==> config.mk <==
export PLATFORM = sky130hd
export DESIGN_NAME = qea_run_ctrl
export DESIGN_NICKNAME = d
export VERILOG_FILES = /design/src/rtl/qea_pkg.sv /design/src/rtl/qea_rd_buf.sv /design/src/rtl/qea_run_ctrl.sv
export SDC_FILE = /design/constraint.sdc
export NUM_CORES = 1
export LEC_CHECK = 0
export BUFFER_PORTS_ARGS = -buffer_cell sky130_fd_sc_hd__buf_2
export CORE_AREA = 2 2 392 394
export DETAILED_ROUTE_END_ITERATION = 16
export DIE_AREA = 0 0 394 396
export PLACE_DENSITY = 0.33
export SYNTH_ARGS = -nofsm -noshare
export SYNTH_HDL_FRONTEND = slang
export SYNTH_SLANG_ARGS = --single-unit
==> constraint.sdc <==
create_clock -name clk -period 2.7 [get_ports clk]
set_clock_uncertainty 0.1 [all_clocks]
set_input_delay 0.135 -clock clk [delete_from_list [all_inputs] [get_ports clk]]
set_output_delay 0.135 -clock clk [all_outputs]
set_load 0.01 [all_outputs]
==> src/rtl/qea_pkg.sv <==
// qea_pkg: run-controller FSM states and the fixed-point ONE shared across the QEA slice.
package qea_pkg;

  typedef enum logic [2:0] {
    IDLE       = 3'd0,
    LOAD_CTX   = 3'd1,
    INIT_STATE = 3'd2,
    START      = 3'd3,
    WAIT_CMPL  = 3'd4,
    RD_REQ     = 3'd5,
    RD_WAIT    = 3'd6,
    DONE       = 3'd7
  } qea_run_state_e;

  localparam int unsigned QEA_NUM_FRAC_BIT = 30;
  localparam logic [63:0] QEA_FX_ONE       = 64'd1 << QEA_NUM_FRAC_BIT;

  // Fixed-point 1.0 for an arbitrary fraction width.
  function automatic logic [63:0] qea_fx_one(input int unsigned frac_bits);
    return 64'd1 << frac_bits;
  endfunction

endpackage

==> src/rtl/qea_rd_buf.sv <==
// qea_rd_buf: readout holding register; data stays stable while valid is high and the sink stalls.
module qea_rd_buf
  import qea_pkg::*;
#(
  parameter int WIDTH = 256
) (
  input  logic             clk,
  input  logic             rst_n,
  input  logic             i_load,
  input  logic [WIDTH-1:0] i_data,
  input  logic             i_ready,
  output logic             o_valid,
  output logic [WIDTH-1:0] o_data
);

  logic             valid_q, valid_d;
  logic [WIDTH-1:0] data_q, data_d;

  // Load wins over the handshake; a completed handshake drops valid.
  always_comb begin
    valid_d = valid_q;
    data_d  = data_q;
    if (i_load) begin
      valid_d = 1'b1;
      data_d  = i_data;
    end else if (valid_q && i_ready) begin
      valid_d = 1'b0;
    end else begin
      valid_d = valid_q;
    end
  end

  // Buffer registers.
  always_ff @(posedge clk or negedge rst_n) begin
    if (!rst_n) begin
      valid_q <= 1'b0;
      data_q  <= {WIDTH{1'b0}};
    end else begin
      valid_q <= valid_d;
      data_q  <= data_d;
    end
  end

  assign o_valid = valid_q;
  assign o_data  = data_q;

endmodule

==> src/rtl/qea_run_ctrl.sv <==
// qea_run_ctrl: loads ctx RAM, initialises state RAM, runs the QEA and streams the state back out.
// Define QEA_RUN_CYCLE_COUNT_EN to build the WAIT_CMPL cycle counter on o_cycle_count.
module qea_run_ctrl
  import qea_pkg::*;
#(
  parameter int PE_NUM_WIDTH            = 2,
  parameter int PE_NUM                  = 4,
  parameter int DATA_WIDTH              = 32,
  parameter int STATE_ADDR_WIDTH        = 16,
  parameter int GATE_CONTEXT_ADDR_WIDTH = 16,
  parameter int MAX_QBIT_WIDTH          = 6,
  parameter int NUM_FRAC_BIT            = QEA_NUM_FRAC_BIT
) (
  input  logic                               clk,
  input  logic                               rst_n,
  input  logic                               i_run,
  input  logic [MAX_QBIT_WIDTH-1:0]          i_qbit_num,
  input  logic [GATE_CONTEXT_ADDR_WIDTH:0]   i_ins_num,
  input  logic                               i_ctx_valid,
  input  logic [2*DATA_WIDTH-1:0]            i_ctx_data,
  output logic                               o_ctx_ready,
  output logic                               o_ctx_en,
  output logic                               o_ctx_wea,
  output logic [GATE_CONTEXT_ADDR_WIDTH-1:0] o_ctx_addr,
  output logic [2*DATA_WIDTH-1:0]            o_ctx_data,
  output logic                               o_state_ena,
  output logic                               o_state_wea,
  output logic [STATE_ADDR_WIDTH-1:0]        o_state_addra,
  output logic [PE_NUM*2*DATA_WIDTH-1:0]     o_state_dina,
  input  logic [PE_NUM*2*DATA_WIDTH-1:0]     i_state_dout,
  output logic                               o_qea_start,
  output logic [MAX_QBIT_WIDTH-1:0]          o_qbit_num,
  input  logic                               i_qea_complete,
  output logic                               o_rd_valid,
  output logic [PE_NUM*2*DATA_WIDTH-1:0]     o_rd_data,
  input  logic                               i_rd_ready,
  output logic                               o_busy,
  output logic                               o_done,
  output logic                               o_err,
  output logic [31:0]                        o_cycle_count
);

  localparam int SW = PE_NUM * 2 * DATA_WIDTH;
  localparam int IW = GATE_CONTEXT_ADDR_WIDTH + 1;
  localparam int AW = STATE_ADDR_WIDTH;
  localparam logic [MAX_QBIT_WIDTH-1:0] QBIT_LO = MAX_QBIT_WIDTH'(PE_NUM_WIDTH);
  localparam logic [MAX_QBIT_WIDTH-1:0] QBIT_HI = MAX_QBIT_WIDTH'(STATE_ADDR_WIDTH + PE_NUM_WIDTH);
  localparam logic [DATA_WIDTH-1:0]     ONE     = DATA_WIDTH'(qea_fx_one(NUM_FRAC_BIT));
  // Real part sits in the upper half of each PE slot, so ONE lands in the top bits of the word.
  localparam logic [SW-1:0]             INIT_WORD = {ONE, {(SW-DATA_WIDTH){1'b0}}};

  qea_run_state_e              state_q, state_d;
  logic [MAX_QBIT_WIDTH-1:0]   qbit_q, qbit_d;
  logic [IW-1:0]               ins_q, ins_d, ctx_cnt_q, ctx_cnt_d;
  logic [AW-1:0]               last_q, last_d, st_addr_q, st_addr_d;
  logic [SW-1:0]               st_din_q, st_din_d;
  logic                        ctx_ready_q, ctx_ready_d, st_ena_q, st_ena_d, st_wea_q, st_wea_d;
  logic                        start_q, start_d, skip_q, skip_d, rd_pend_q, rd_pend_d;
  logic                        busy_q, busy_d, done_q, done_d, err_q, err_d;
  logic                        qbit_ok_s, ctx_acc_s, rd_load_s, rd_valid_s;
  logic [AW-1:0]               last_addr_s;

  assign qbit_ok_s   = (i_qbit_num > QBIT_LO) && (i_qbit_num <= QBIT_HI);
  // N = 2**(qbit-PE_NUM_WIDTH); for N = 2**AW the shift wraps to 0 and N-1 is still all ones.
  assign last_addr_s = (AW'(1) << (i_qbit_num - QBIT_LO)) - AW'(1);
  assign ctx_acc_s   = ctx_ready_q & i_ctx_valid;
  assign rd_load_s   = (state_q == RD_WAIT) && !rd_pend_q;

  // Next-state and next-output logic for the run sequence.
  always_comb begin
    state_d     = state_q;
    qbit_d      = qbit_q;
    ins_d       = ins_q;
    last_d      = last_q;
    ctx_cnt_d   = ctx_cnt_q;
    ctx_ready_d = 1'b0;
    st_ena_d    = 1'b0;
    st_wea_d    = 1'b0;
    st_addr_d   = st_addr_q;
    st_din_d    = {SW{1'b0}};
    start_d     = 1'b0;
    skip_d      = 1'b0;
    rd_pend_d   = rd_pend_q;
    done_d      = 1'b0;
    err_d       = 1'b0;
    case (state_q)
      IDLE: begin
        if (i_run) begin
          qbit_d = i_qbit_num;
          if (qbit_ok_s) begin
            ins_d     = i_ins_num;
            last_d    = last_addr_s;
            ctx_cnt_d = {IW{1'b0}};
            if (i_ins_num == {IW{1'b0}}) begin
              state_d   = INIT_STATE;
              st_ena_d  = 1'b1;
              st_wea_d  = 1'b1;
              st_addr_d = {AW{1'b0}};
              st_din_d  = INIT_WORD;
            end else begin
              state_d     = LOAD_CTX;
              ctx_ready_d = 1'b1;
            end
          end else begin
            err_d = 1'b1;
          end
        end else begin
          state_d = IDLE;
        end
      end
      LOAD_CTX: begin
        ctx_ready_d = 1'b1;
        if (ctx_acc_s) begin
          ctx_cnt_d = ctx_cnt_q + IW'(1);
          if (ctx_cnt_d == ins_q) begin
            ctx_ready_d = 1'b0;
            state_d     = INIT_STATE;
            st_ena_d    = 1'b1;
            st_wea_d    = 1'b1;
            st_addr_d   = {AW{1'b0}};
            st_din_d    = INIT_WORD;
          end else begin
            state_d = LOAD_CTX;
          end
        end else begin
          ctx_cnt_d = ctx_cnt_q;
        end
      end
      INIT_STATE: begin
        if (st_addr_q == last_q) begin
          state_d   = START;
          start_d   = 1'b1;
          st_addr_d = {AW{1'b0}};
        end else begin
          st_ena_d  = 1'b1;
          st_wea_d  = 1'b1;
          st_addr_d = st_addr_q + AW'(1);
        end
      end
      START: begin
        state_d = WAIT_CMPL;
        skip_d  = 1'b1;
      end
      WAIT_CMPL: begin
        if (!skip_q && i_qea_complete) begin
          state_d   = RD_REQ;
          st_ena_d  = 1'b1;
          st_addr_d = {AW{1'b0}};
        end else begin
          state_d = WAIT_CMPL;
        end
      end
      RD_REQ: begin
        state_d   = RD_WAIT;
        rd_pend_d = 1'b0;
      end
      RD_WAIT: begin
        if (!rd_pend_q) begin
          rd_pend_d = 1'b1;
        end else if (rd_valid_s && i_rd_ready) begin
          rd_pend_d = 1'b0;
          if (st_addr_q == last_q) begin
            state_d   = DONE;
            done_d    = 1'b1;
            st_addr_d = {AW{1'b0}};
          end else begin
            state_d   = RD_REQ;
            st_ena_d  = 1'b1;
            st_addr_d = st_addr_q + AW'(1);
          end
        end else begin
          state_d = RD_WAIT;
        end
      end
      DONE: begin
        state_d = IDLE;
      end
      default: begin
        state_d = IDLE;
      end
    endcase
    busy_d = (state_d != IDLE);
  end

  // FSM state and registered outputs.
  always_ff @(posedge clk or negedge rst_n) begin
    if (!rst_n) begin
      state_q     <= IDLE;
      qbit_q      <= {MAX_QBIT_WIDTH{1'b0}};
      ins_q       <= {IW{1'b0}};
      last_q      <= {AW{1'b0}};
      ctx_cnt_q   <= {IW{1'b0}};
      ctx_ready_q <= 1'b0;
      st_ena_q    <= 1'b0;
      st_wea_q    <= 1'b0;
      st_addr_q   <= {AW{1'b0}};
      st_din_q    <= {SW{1'b0}};
      start_q     <= 1'b0;
      skip_q      <= 1'b0;
      rd_pend_q   <= 1'b0;
      busy_q      <= 1'b0;
      done_q      <= 1'b0;
      err_q       <= 1'b0;
    end else begin
      state_q     <= state_d;
      qbit_q      <= qbit_d;
      ins_q       <= ins_d;
      last_q      <= last_d;
      ctx_cnt_q   <= ctx_cnt_d;
      ctx_ready_q <= ctx_ready_d;
      st_ena_q    <= st_ena_d;
      st_wea_q    <= st_wea_d;
      st_addr_q   <= st_addr_d;
      st_din_q    <= st_din_d;
      start_q     <= start_d;
      skip_q      <= skip_d;
      rd_pend_q   <= rd_pend_d;
      busy_q      <= busy_d;
      done_q      <= done_d;
      err_q       <= err_d;
    end
  end

  qea_rd_buf #(.WIDTH(SW)) u_rd_buf (
    .clk     (clk),
    .rst_n   (rst_n),
    .i_load  (rd_load_s),
    .i_data  (i_state_dout),
    .i_ready (i_rd_ready),
    .o_valid (rd_valid_s),
    .o_data  (o_rd_data)
  );

`ifdef QEA_RUN_CYCLE_COUNT_EN
  logic [31:0] cyc_q, cyc_d;

  // Cleared on the start pulse, counts WAIT_CMPL cycles, then holds.
  always_comb begin
    cyc_d = cyc_q;
    if (state_q == START) begin
      cyc_d = 32'd0;
    end else if (state_q == WAIT_CMPL) begin
      cyc_d = cyc_q + 32'd1;
    end else begin
      cyc_d = cyc_q;
    end
  end

  // Cycle counter register.
  always_ff @(posedge clk or negedge rst_n) begin
    if (!rst_n) begin
      cyc_q <= 32'd0;
    end else begin
      cyc_q <= cyc_d;
    end
  end

  assign o_cycle_count = cyc_q;
`else
  assign o_cycle_count = 32'd0;
`endif

  // Ctx writes follow the handshake in the same cycle.
  assign o_ctx_ready   = ctx_ready_q;
  assign o_ctx_en      = ctx_acc_s;
  assign o_ctx_wea     = ctx_acc_s;
  assign o_ctx_addr    = ctx_cnt_q[GATE_CONTEXT_ADDR_WIDTH-1:0];
  assign o_ctx_data    = ctx_acc_s ? i_ctx_data : {(2*DATA_WIDTH){1'b0}};
  assign o_state_ena   = st_ena_q;
  assign o_state_wea   = st_wea_q;
  assign o_state_addra = st_addr_q;
  assign o_state_dina  = st_din_q;
  assign o_qea_start   = start_q;
  assign o_qbit_num    = qbit_q;
  assign o_rd_valid    = rd_valid_s;
  assign o_busy        = busy_q;
  assign o_done        = done_q;
  assign o_err         = err_q;

endmodule
Yosys cells after proc, flatten, opt, wreduce, memory -nomap -nowiden
Cells that the tools add are included.
- word-level logic and storage cells: 123
- output and inout port bits: 656
- register bits after elaboration: 597
- input port bits: 349
- bitwise gates (word level): 1
- magnitude comparators: 2
- muxes and demuxes: 63
- equality and inequality tests: 17
- reductions and logical operators: 17
- shift-type cells: 1
- add/sub/neg operators: 4
- operators by type and width (kind ; count):
    two-way mux 255 bit ; 5
    one-hot mux 255 bit (2 select lines) ; 1
    two-way mux 16 bit ; 9
    one-hot mux 16 bit (5 select lines) ; 1
    two-way mux 64 bit ; 1
    two-way mux 17 bit ; 3
    one-hot mux 17 bit (2 select lines) ; 1
    two-way mux 1 bit ; 28
    one-hot mux 3 bit (8 select lines) ; 1
    two-way mux 3 bit ; 6
    adder 17 x 1 -> 17 bit, second input constant ; 1
    == test 17 bit ; 1
    logical NOT 17 bit ; 1
    adder 16 x 1 -> 16 bit, second input constant ; 1
    == test 16 bit ; 1
    << shifter 1 x 6 -> 16 bit, first input constant ; 1
    subtractor 16 x 2 -> 16 bit, second input constant ; 1
    inequality test 2 bit, second input constant ; 7
    == test 3 bit, second input constant ; 4
    AND reduction 9 bit ; 1
    == test 3 x 2 -> 1 bit, second input constant ; 2
    > comparator 6 x 2 -> 1 bit, second input constant ; 1
    less-or-equal comparator 6 x 5 -> 1 bit, second input constant ; 1
    two-way mux 2 bit ; 3
    other kinds (16) ; 23

Depth between registers and ports, before layout
Gate-level depths: netlist of run 1.
- depth in word-level cells: 6
- mapped depth: 17
- gate-level depth less buffers: 14

Hierarchy
From an unflattened synthesis of run 1, not the netlist that was laid out.
- cell total of the unflattened synthesis: 1486
- area total of the unflattened synthesis: 18343.8 sq um
- modules (own cells, without submodules) (module ; cells an instance ; times used ; sequential area each (sq um) ; area an instance (sq um)):
    qea_rd_buf ; 544 ; 1 ; 6431.2 ; 10548.9
    qea_run_ctrl ; 942 ; 1 ; 2127.0 ; 7795.0

Least setup slack after synthesis of run 1
OpenSTA, ideal clock, no wires.
- path kind: input to register
- from: input port i_qbit_num[1]
- to: register last_q[12]
- path slack: -0.299 ns
- stages: 14
- library setup time: 0.065 ns
- required time: 2.535 ns
- path buffers: 2
- data arrival time: 2.834 ns
- cell sequence: clkbuf_1 inv_1 ha_1 nor3b_1 xor2_1 nor2_1 nand4_1 ha_1 clkbuf_1 inv_1 a41oi_1 o211ai_1 a2111oi_0 a21o_1
- longest elaborated chain between the ends: 3
- elaborated cells between the ends (all ways): 7
- classes of those cells: 2 x add/sub; 2 x order compare; 1 x shift; 2 x reduce/logical
- RTL lines (item ; line ; text):
    start: declaration ; qea_run_ctrl.sv:17 ; input logic [MAX_QBIT_WIDTH-1:0] i_qbit_num,
    subtractor 6 x 2 -> 6 bit, or another cell as far along ; qea_run_ctrl.sv:65 ; assign last_addr_s = (AW'(1) << (i_qbit_num - QBIT_LO)) - AW'(1);
    << shifter 1 x 6 -> 16 bit / logical AND 1 bit (equally long branches) ; qea_run_ctrl.sv:65, qea_run_ctrl.sv:63 ;
    subtractor 16 x 2 -> 16 bit / AND reduction 3 bit (equally long branches) ; n/a ;
    end signal: assignment ; qea_run_ctrl.sv:191 ; last_q <= {AW{1'b0}};
    end signal: assignment ; qea_run_ctrl.sv:208 ; last_q <= last_d;
    end: declaration ; qea_run_ctrl.sv:55 ; logic [AW-1:0] last_q, last_d, st_addr_q, st_addr_d;
Parallel ways exist; a longest one is shown, timed or not.
A chain may end at the register's enable or synchronous reset.

Worst setup path in the final report of run 1
- from: register ctx_cnt_q[0]
- to: register busy_q, in the netlist o_busy
- longest elaborated chain between the ends: 6
- RTL lines (item ; line ; text):
    start: declaration ; qea_run_ctrl.sv:54 ; logic [IW-1:0] ins_q, ins_d, ctx_cnt_q, ctx_cnt_d;
    start signal: assignment ; qea_run_ctrl.sv:192 ; ctx_cnt_q <= {IW{1'b0}};
    start signal: assignment ; qea_run_ctrl.sv:209 ; ctx_cnt_q <= ctx_cnt_d;
    adder 17 x 1 -> 17 bit ; qea_run_ctrl.sv:114 ; ctx_cnt_d = ctx_cnt_q + IW'(1);
    == test 17 bit ; qea_run_ctrl.sv:115 ; if (ctx_cnt_d == ins_q) begin
    two-way mux 2 bit ; qea_run_ctrl.sv:115 ;
    two-way mux 3 bit ; qea_run_ctrl.sv:113 ; if (ctx_acc_s) begin
    one-hot mux 3 bit (8 select lines) ; qea_run_ctrl.sv:86 ; case (state_q)
    nonzero test 3 bit ; qea_run_ctrl.sv:182 ; busy_d = (state_d != IDLE);
    net busy_d ; qea_run_ctrl.sv:59 ; logic busy_q, busy_d, done_q, done_d, err_q, err_d;
    end signal: assignment ; qea_run_ctrl.sv:218 ; busy_q <= busy_d;
    end: declaration ; qea_run_ctrl.sv:59 ;
The timed path passes the listed nets, and every way through them passes these cells.

==> flow_summary.toml, run 1 <==
[sta]
max_slew.worst_pin.slew_ns = 0.6573
max_freq_mhz = 399.9
hold_viol = 0
tns_ns = 0
slew_headroom_pct = 55.98
finalSetupViolCount = 0
finalCritPeriodShare_pct = 92.61
slew_viol_final = 0
timing.final.crit_period_ns = 2.500
rsz0062_at_grt = "true"

[logic_synthesis]
synth_cell_type_count = 67
netlist_area_um2 = 17410
syn-instance-count = 1545
synth_area_per_cell_um2 = 11.27
ys_async_sr_fraction_pct = 100.0
yosysTopAreaCellShare_pct = 49.16
synth_top_cell_by_area = "dfrtp_1"
synthFlopType = "dfrtp_1"
ys_warn_count = 0
yosysMostFrequentCell = "dfrtp_1"
synth-seq-area-share_pct = 49.16
ys_seq_elements = 342
synth.top_cells.by_count = "342 x dfrtp_1, 305 x buf_4, 260 x mux2_2"
synth-edff-count = 0
synth_area_leaders = "dfrtp_1 49%, mux2_2 17%, buf_4 13%"

[setup_path]
path_max_fanout = 4
cpMaxStageDelayCell = "or4_1"
cp-end-kind = "register"
crit_path_max_incr_delay_ns = 0.58
setup.worst_path.class = "register to register"
crit_arrival_ns = 2.92
worstPathRequired_ns = 3.12
cp_cell_sequence = "ha_4 -> xor2_1 -> nor2_1 -> o21ai_0 -> or4_1 -> nor4_4 -> a41oi_2 -> nand3_1"
critPathLaunchType = "register"

[routing]
postRouteAntennaNets = 0
drc = 0
viasPerCell = 3.154
routedWlPerCell_um = 15.73
firstDrtPassIters = 4
num_vias = 14753
drt_iter0_drc = 580
finalWirelength_um = 73560

[placed_design]
dp_hpwl_um = 58310
gp_congestion = 0.7647
io_buffers = 717
place_area_um2 = 22960

[layout]
nNetsFinal = 2961
design_area_um2 = 27630
syn_to_final_growth_pct = 58.74
drive_above_1_share_pct = 45.37

[global_route]
grt_max_degree = 87
grt_overflow = 0
antenna_found_initial = 9
first_global_vias = 15007
grt_pass1_wl_um = 104100
track_usage_pct = 8.987

[clocking]
cts.sinks = 342
cts-root-buf = "clkbuf_16"
cts_tree = "yes"
h-tree-depth = 2
cts_buffers = 47
clk_pin_slew_ns = 0.06
cts_buffer_depth = 3
clk_latency_ns = 0.61

[floorplan]
core_area_um2 = 151500
row_count = 143
dieArea_um2 = 156000
die_x_um = 394
die_height_um = 396
ioPinCount = 1005
initial_core_util_pct = 11.49

[power]
power_density_nw_per_um2 = 927.3
power_leakage_nw = 13.32
peakVddDrop_v = 0.0004262
finalPower_mw = 25.62

[status]
status = "completed"

[hold_path]
hold_path.class = "input pin to register"

[run]
maxCapViolCount = 0
-- kinds of logic after synthesis --
logic type | after synthesis | share of synthesized area, %
buffers and inverters | 408 | 15.66
multiplexers | 261 | 16.88
flip-flops | 342 | 49.16
adder cells (fa/ha/maj) | 5 | 0.3594
other | 1 | 0.02154
AO/OA/AOI/OAI | 174 | 6.275
AND/OR/NAND/NOR | 313 | 9.495
XOR/XNOR | 41 | 2.149
-- power breakdown --
| part | switching [mW] | internal [mW] | leakage [nW] |
|---|---|---|---|
| registers | 1.39 | 7.48 | 4.18 |
| logic | 5.26 | 4.82 | 8.33 |
| clock network | 2.64 | 4.05 | 0.810 |
-- layout make-up --
cell class	count	area, um2
sequential	342	8561
antenna	4	10.01
multi-input combinational	1081	7353
fill	16900	123900
tap	2030	2540
timing repair buffer	1111	7420
clock inverter	21	329.1
clock buffer	64	1330
inverter	24	90.09
-- what timing repair did --
item                                   CTS  global route
setup endpoints to repair               11            24
resized for setup                        5            19
buffers inserted                         0             3
hold buffers                           283             0
pin swaps                                0             7
endpoints found under the hold margin  627             0
-- worst max-delay path: cells and delay by family (launching register included) --
| family | cells | cell delay (ns) |
|---|---|---|
| AND/OR/NAND/NOR | 4 | 1.20 |
| XOR/XNOR | 1 | 0.13 |
| AO/OA/AOI/OAI | 2 | 0.34 |
| adder cells (fa/ha/maj) | 1 | 0.26 |
| flip-flops | 1 | 0.41 |
-- metal layers --
| metal | up-vias | part of all wire, % | GRT usage (%) |
|---|---|---|---|
| met5 | - | 0.039 | 0 |
| met4 | 4 | 3.0 | 3.209 |
| met3 | 93 | 6.4 | 2.219 |
| met2 | 600 | 51 | 15.84 |
| met1 | 7145 | 40 | 10.52 |
| li1 | 6911 | - | - |
-- sequential cells by signal, summed over array words and instances (netlist names), 3 cells and up --
register         count
ctx_cnt_q           17
ins_q               17
last_q              16
o_qbit_num           6
o_state_addra       16
state_q              3
u_rd_buf.o_data    256
-- layout by cell type, fill, tap and decap left out, types with 20 or more instances in the layout --
cell type	instances
buf_2	716
and3_1	74
conb_1	287
mux2_2	260
o21ai_0	53
nand2_1	96
dfrtp_1	340
clkbuf_16	47
xor2_1	23
dlygate4sd3_1	282
a31oi_1	22
nor2_1	35
nand3_1	20
buf_4	100
inv_1	23
a21oi_1	40
-- stage by stage --
step | hold slack, ns | worst slack (ns) | util [%] | instances
after detailed placement | -0.006021 | -0.08513 | 15.15 | 4302
final | 0.1091 | 0.1996 | 18.23 | 4677
after floorplan | -0.2606 | 0.03836 | - | 1831
after global routing | 0.1103 | -0.005926 | 18.23 | 4677
after global placement | -0.0009759 | -0.1434 | 15.15 | 4302
after CTS | 0.05787 | 0.01170 | 18.14 | 4670
-- final timing paths --
path,startpoint,to,slack (ns),depth (start not counted)
max,ctx_cnt_q[0]$_DFFE_PN0P_,o_busy$_DFF_PN0_,0.20,8
min reg2reg,o_qbit_num[1]$_DFFE_PN0P_,o_qbit_num[1]$_DFFE_PN0P_,0.38,2
min in group asynchronous,rst_n,u_rd_buf.o_data[144]$_DFFE_PN0P_,0.13,3
max in group asynchronous,rst_n,ctx_cnt_q[4]$_DFFE_PN0P_,1.77,3
min,i_run,o_err$_DFF_PN0_,0.11,5
max reg2reg,ctx_cnt_q[0]$_DFFE_PN0P_,o_busy$_DFF_PN0_,0.20,8
No activity file was read; power rests on OpenSTA's default activity.
==> run 2: changes to the inputs <==
- CORE_AREA: 2 2 392 394 -> 2 2 396 398
- DIE_AREA: 0 0 394 396 -> 0 0 398 400
- PLACE_DENSITY: 0.33 -> not set
- PLACE_DENSITY_LB_ADDON: not set -> 0.15
==> run 2 against run 1 <==
Net effect: sequential cell count unchanged; setup slack worse by 0.046 ns; core utilization down 0.42 points; die area up 2.0%; via count up 0.22%; sequential power up 0.6%; final area about the same; fmax down 1.8%; non-clock buffer count down 14; critical path depth up 3; first-iteration DRC count down 21%.
==> flow_summary.toml, run 2 (synthesis gave the netlist of run 1 again) <==
[status]
status = "completed"

[sta]
setup_ws_ns = 0.1537
tns_ns = 0
slew_viol_final = 0
finalSetupViolCount = 0
timing.final.crit_period_ns = 2.546
hold_viol = 0
max_freq_mhz = 392.7
max_slew.worst_pin.slew_ns = 0.6722
timing.hold.ws_ns = 0.04014
finalCritPeriodShare_pct = 94.31
slew_headroom_pct = 55.19

[layout]
final_cell_mix = "716 x buf_2, 338 x dfrtp_1, 287 x conb_1, 282 x dlygate4sd3_1, 260 x mux2_2"
nNetsFinal = 2950
final_common_cell = "buf_2"
syn_to_final_growth_pct = 58.75
final_core_util_pct = 17.82
drive_above_1_share_pct = 45.18
largest_register_ffs = 256

[routing]
drc = 0
viasPerCell = 3.143
num_vias = 14785
finalWirelength_um = 81620
drt_iter0_drc = 457
firstDrtPassIters = 4
routedWlPerCell_um = 17.35
postRouteAntennaNets = 0

[setup_path]
reg2reg_to = "o_state_addra[7]$_DFFE_PN0P_"
regToRegStartpoint = "ctx_cnt_q[0]$_DFFE_PN0P_"
reg2reg_slack_ns = 0.15
reg2regPathDepth = 11
cp-end-kind = "register"
worstPathRequired_ns = 3.07
setup.worst_path.class = "register to register"
critPathLaunchType = "register"
crit_arrival_ns = 2.92
path_max_fanout = 15

[placed_design]
dp_hpwl_um = 65270
io_buffers = 717
gp_congestion = 0.7419
place_ws_ns = -0.06310

[clocking]
cts.sinks = 342
cts_buffers = 50
cts-root-buf = "clkbuf_16"
clk_latency_ns = 0.62
cts_tree = "yes"
h-tree-depth = 2
clk_pin_slew_ns = 0.06
cts_buffer_depth = 3

[global_route]
track_usage_pct = 9.598
use_met2_pct = 16.81
first_global_vias = 14936
top_usage_layer = "met2"
grt_overflow = 0
antenna_found_initial = 13
met1_usage_pct = 11.15
use_met3_pct = 2.600
grt_max_degree = 66
grt_pass1_wl_um = 110300

[power]
clock_power_share_pct = 25.7
p_int_mw = 16.30
switching_share_pct = 37.28
p_seq_share_pct = 34.3
finalPower_mw = 25.99
combinationalPowerShare_pct = 40.0
peakVddDrop_v = 0.0004916
p_sw_mw = 9.689
power_density_nw_per_um2 = 940.4
power_leakage_nw = 13.24

[floorplan]
row_count = 145
die_x_um = 398
initial_core_util_pct = 11.22
dieArea_um2 = 159200
core_area_um2 = 155100
die_height_um = 400
ioPinCount = 1005

[run]
maxCapViolCount = 0

[hold_path]
hold_path.class = "input pin to async pin"
## run 2: cell types whose count changed in the layout (fill, tap and decap cells not counted), moves of 3 or more
cell and change:
clkbuf_1 +4, nor4_4 -3, diode_2 +8, bufinv_16 -4, buf_12 +6, nor4_2 +3, clkbuf_16 +5, buf_4 -19
## run 2: worst max-delay path by stage
stage                                    end  slack (ns)                      from
2_1_floorplan         last_q[10]$_DFFE_PN0P_        0.04             i_qbit_num[1]
3_3_place_gp    o_state_addra[7]$_DFFE_PN0P_       -0.07  ctx_cnt_q[0]$_DFFE_PN0P_
3_5_place_dp    o_state_addra[7]$_DFFE_PN0P_       -0.06  ctx_cnt_q[0]$_DFFE_PN0P_
4_1_cts        o_state_addra[12]$_DFFE_PN0P_        0.03  ctx_cnt_q[0]$_DFFE_PN0P_
5_1_grt         o_state_addra[7]$_DFFE_PN0P_       -0.01  ctx_cnt_q[3]$_DFFE_PN0P_
6_report        o_state_addra[7]$_DFFE_PN0P_        0.15  ctx_cnt_q[0]$_DFFE_PN0P_
## run 2: repair_timing
action	4_1_cts	5_1_grt
gates resized for setup	1	22
endpoints found under the setup margin	16	21
endpoints found under the hold margin	621	0
hold buffers	282	0
pin swaps	0	5
setup buffers	0	6
## run 2: layout make-up
type                    count  area [um2]
multi-input cells        1081        7347
flip-flops and latches    342        8563
inverters                  24       90.09
clock inverters            15       162.7
fillers                 17407      127500
clock buffers              75        1498
diodes                     12       30.03
well taps                2058        2575
repair buffers           1097        7370
## run 2: worst max-delay path, cell delays in order (launching register included)
cell and delay [ns]:
dfrtp_1 0.40, buf_4 0.18, nand4_1 0.22, buf_4 0.22, nor2_4 0.18, and3_1 0.22
o22a_1 0.14, nand4_1 0.11, buf_4 0.18, o21ai_2 0.18, buf_12 0.17, a41oi_1 0.12
## run 2: metrics by stage
| step | cell area (um2) | cells |
|---|---|---|
| after CTS | 27440 | 4686 |
| after global placement | 22960 | 4314 |
| after detailed placement | 22960 | 4314 |
| after floorplan | 18520 | 1831 |
| after global routing | 27610 | 4695 |
| final | 27640 | 4704 |
## run 2: power groups by stage
stage / combinational [mW] / sequential (mW) / clock [mW]
floorplan: 4.59 / 9.68 / 0
global placement: 10.5 / 9.01 / 0
detailed placement: 10.3 / 9.01 / 0
CTS: 10.7 / 8.97 / 7.06
global route: 11.4 / 9.27 / 7.26
finish: 10.4 / 8.91 / 6.68
## run 2: metal layers
| layer | vias to the layer above | wire length [um] |
|---|---|---|
| li1 | 6895 | - |
| met1 | 7241 | 31980 |
| met2 | 546 | 41250 |
| met3 | 97 | 5816 |
| met4 | 6 | 2533 |
| met5 | - | 39 |
==> run 3: changes to the inputs <==
- CELL_PAD_IN_SITES_DETAIL_PLACEMENT: not set -> 1
- CELL_PAD_IN_SITES_GLOBAL_PLACEMENT: not set -> 1
- CORE_AREA: 2 2 396 398 -> 2 2 395 397
- DIE_AREA: 0 0 398 400 -> 0 0 397 399
- TNS_END_PERCENT: not set -> 1
==> run 3 against run 2 <==
Net effect: count of clock-buffer cells in the layout is 6 lower; sequential share of layout area is 0.15 points lower; final cell count hardly changed; final area grew 0.52%; register-to-register slack got worse by 0.02 ns; core utilization is 0.26 points higher; non-clock buffer count grew 19; fmax shrank 0.96%.
==> flow_summary.toml, run 3 (synthesis gave the netlist of run 1 again) <==
[status]
status = "completed"

[setup_path]
critPathLaunchType = "register"
regToRegStartpoint = "ctx_cnt_q[0]$_DFFE_PN0P_"
path_max_fanout = 15
setup.worst_path.class = "register to register"
cp-end-kind = "register"
reg2reg_slack_ns = 0.13
crit_path_start = "ctx_cnt_q[0]$_DFFE_PN0P_"
reg2reg_to = "o_state_addra[12]$_DFFE_PN0P_"
worstPathRequired_ns = 3.08
reg2regPathDepth = 10
crit_arrival_ns = 2.96

[placed_design]
io_buffers = 717
place_area_um2 = 23030
gp_congestion = 0.8316
place_ws_ns = -0.07508
dp_hpwl_um = 66360

[global_route]
grt_max_degree = 66
first_global_vias = 16238
antenna_found_initial = 2
track_usage_pct = 9.902
grt_pass1_wl_um = 116300
grt_overflow = 0

[floorplan]
initial_core_util_pct = 11.33
dieArea_um2 = 158400
row_count = 144
die_x_um = 397
ioPinCount = 1005
core_area_um2 = 153700
die_height_um = 399

[clocking]
h-tree-depth = 2
cts.sinks = 342
cts_buffer_depth = 3
cts_tree = "yes"
cts_buffers = 49
clk_pin_slew_ns = 0.06
cts-root-buf = "clkbuf_16"
clk_latency_ns = 0.62

[power]
power_leakage_nw = 13.40
peakVddDrop_v = 0.0004571
power_density_nw_per_um2 = 946.0

[layout]
drive_above_1_share_pct = 45.89
syn_to_final_growth_pct = 59.58
largest_register_ffs = 256
final_cell_mix = "716 x buf_2, 336 x dfrtp_1, 287 x conb_1, 283 x dlygate4sd3_1, 260 x mux2_2"
design_area_um2 = 27780
nNetsFinal = 2969
final_common_cell = "buf_2"

[hold_path]
hold_path.class = "input pin to register"
hold_start = "i_run"
hold_depth = 6
hold_end = "ctx_cnt_q[15]$_DFFE_PN0P_"

[routing]
viasPerCell = 3.186
firstDrtPassIters = 6
routedWlPerCell_um = 17.68
finalWirelength_um = 83130
num_vias = 14978
drc = 0
postRouteAntennaNets = 0
drt_iter0_drc = 401

[sta]
finalCritPeriodShare_pct = 95.22
hold_viol = 0
finalSetupViolCount = 0
max_freq_mhz = 389.0
setup_ws_ns = 0.1290
rsz0062_at_grt = "true"
slew_headroom_pct = 54.50
max_slew.worst_pin.slew_ns = 0.6826
timing.final.crit_period_ns = 2.571
slew_viol_final = 0

[run]
maxCapViolCount = 0
-- run 3: cell types whose count changed in the layout (fill, tap and decap cells not counted), sizes merged --
cell and change:
clkinv +1, clkinvlp -1, diode -9, nand4 +1
bufinv +4, clkbuf -6, dlygate4sd3 +1, inv +2
buf +18
-- run 3: timing repair --
item,4_1_cts,5_1_grt
resized for setup,3,27
cloned,0,1
buffers inserted,0,1
hold endpoints to repair,529,0
hold buffers,283,0
pin swaps,0,3
endpoints found under the setup margin,16,42
-- run 3: per-layer routing --
metal / track usage, % / part of all wire (%) / wire length [um]
met5: 0 / 0.016 / 13
met4: 3.313 / 3.1 / 2607
met3: 2.183 / 5.9 / 4872
met2: 18.62 / 54 / 44530
met1: 10.89 / 37 / 31110
-- run 3: worst max path at each step --
stage / end / slack [ns] / depth (start not counted)
2_1_floorplan: last_q[10]$_DFFE_PN0P_ / 0.04 / 15
3_3_place_gp: o_state_addra[7]$_DFFE_PN0P_ / -0.09 / 9
3_5_place_dp: o_state_addra[12]$_DFFE_PN0P_ / -0.08 / 9
4_1_cts: o_state_addra[12]$_DFFE_PN0P_ / 0.006 / 9
5_1_grt: o_state_addra[7]$_DFFE_PN0P_ / -0.03 / 10
6_report: o_state_addra[12]$_DFFE_PN0P_ / 0.13 / 10
-- run 3: worst max-delay path: stages, from the launching register on --
cell and delay, ns:
dfrtp_1 0.40, buf_4 0.18, nand4_1 0.20, nor2_2 0.10, buf_4 0.15, a311o_1 0.38
a21oi_1 0.22, nand3_2 0.18, o21ai_2 0.20, buf_12 0.17, a41oi_1 0.12
-- run 3: cell type report --
cell class                 instances  area [um2]
antenna                            3       7.507
clock buffer                      69        1441
clock inverter                    21       309.0
fill                           17922      125900
inverter                          24       90.09
multi-input combinational       1082        7381
sequential                       342        8566
tap                             2044        2557
timing repair buffer            1116        7427
-- run 3: through the flow --
step	TNS [ns]	power, mW	util, %	hold WS (ns)	cells
final	0	26.28	18.08	0.1380	4701
after global routing	-0.02901	28.09	18.07	0.1380	4698
after CTS	0	26.99	17.97	0.08361	4696
after detailed placement	-0.4739	19.22	14.98	0.09190	4323
after global placement	-0.7993	19.13	14.98	0.09343	4323
after floorplan	0	14.27	-	-0.2606	1831
-- run 3: report_power, final --
group	internal [mW]	total [mW]	switching [mW]
clock network	4.31	7.06	2.75
registers	7.47	8.81	1.34
logic	4.80	10.4	5.61
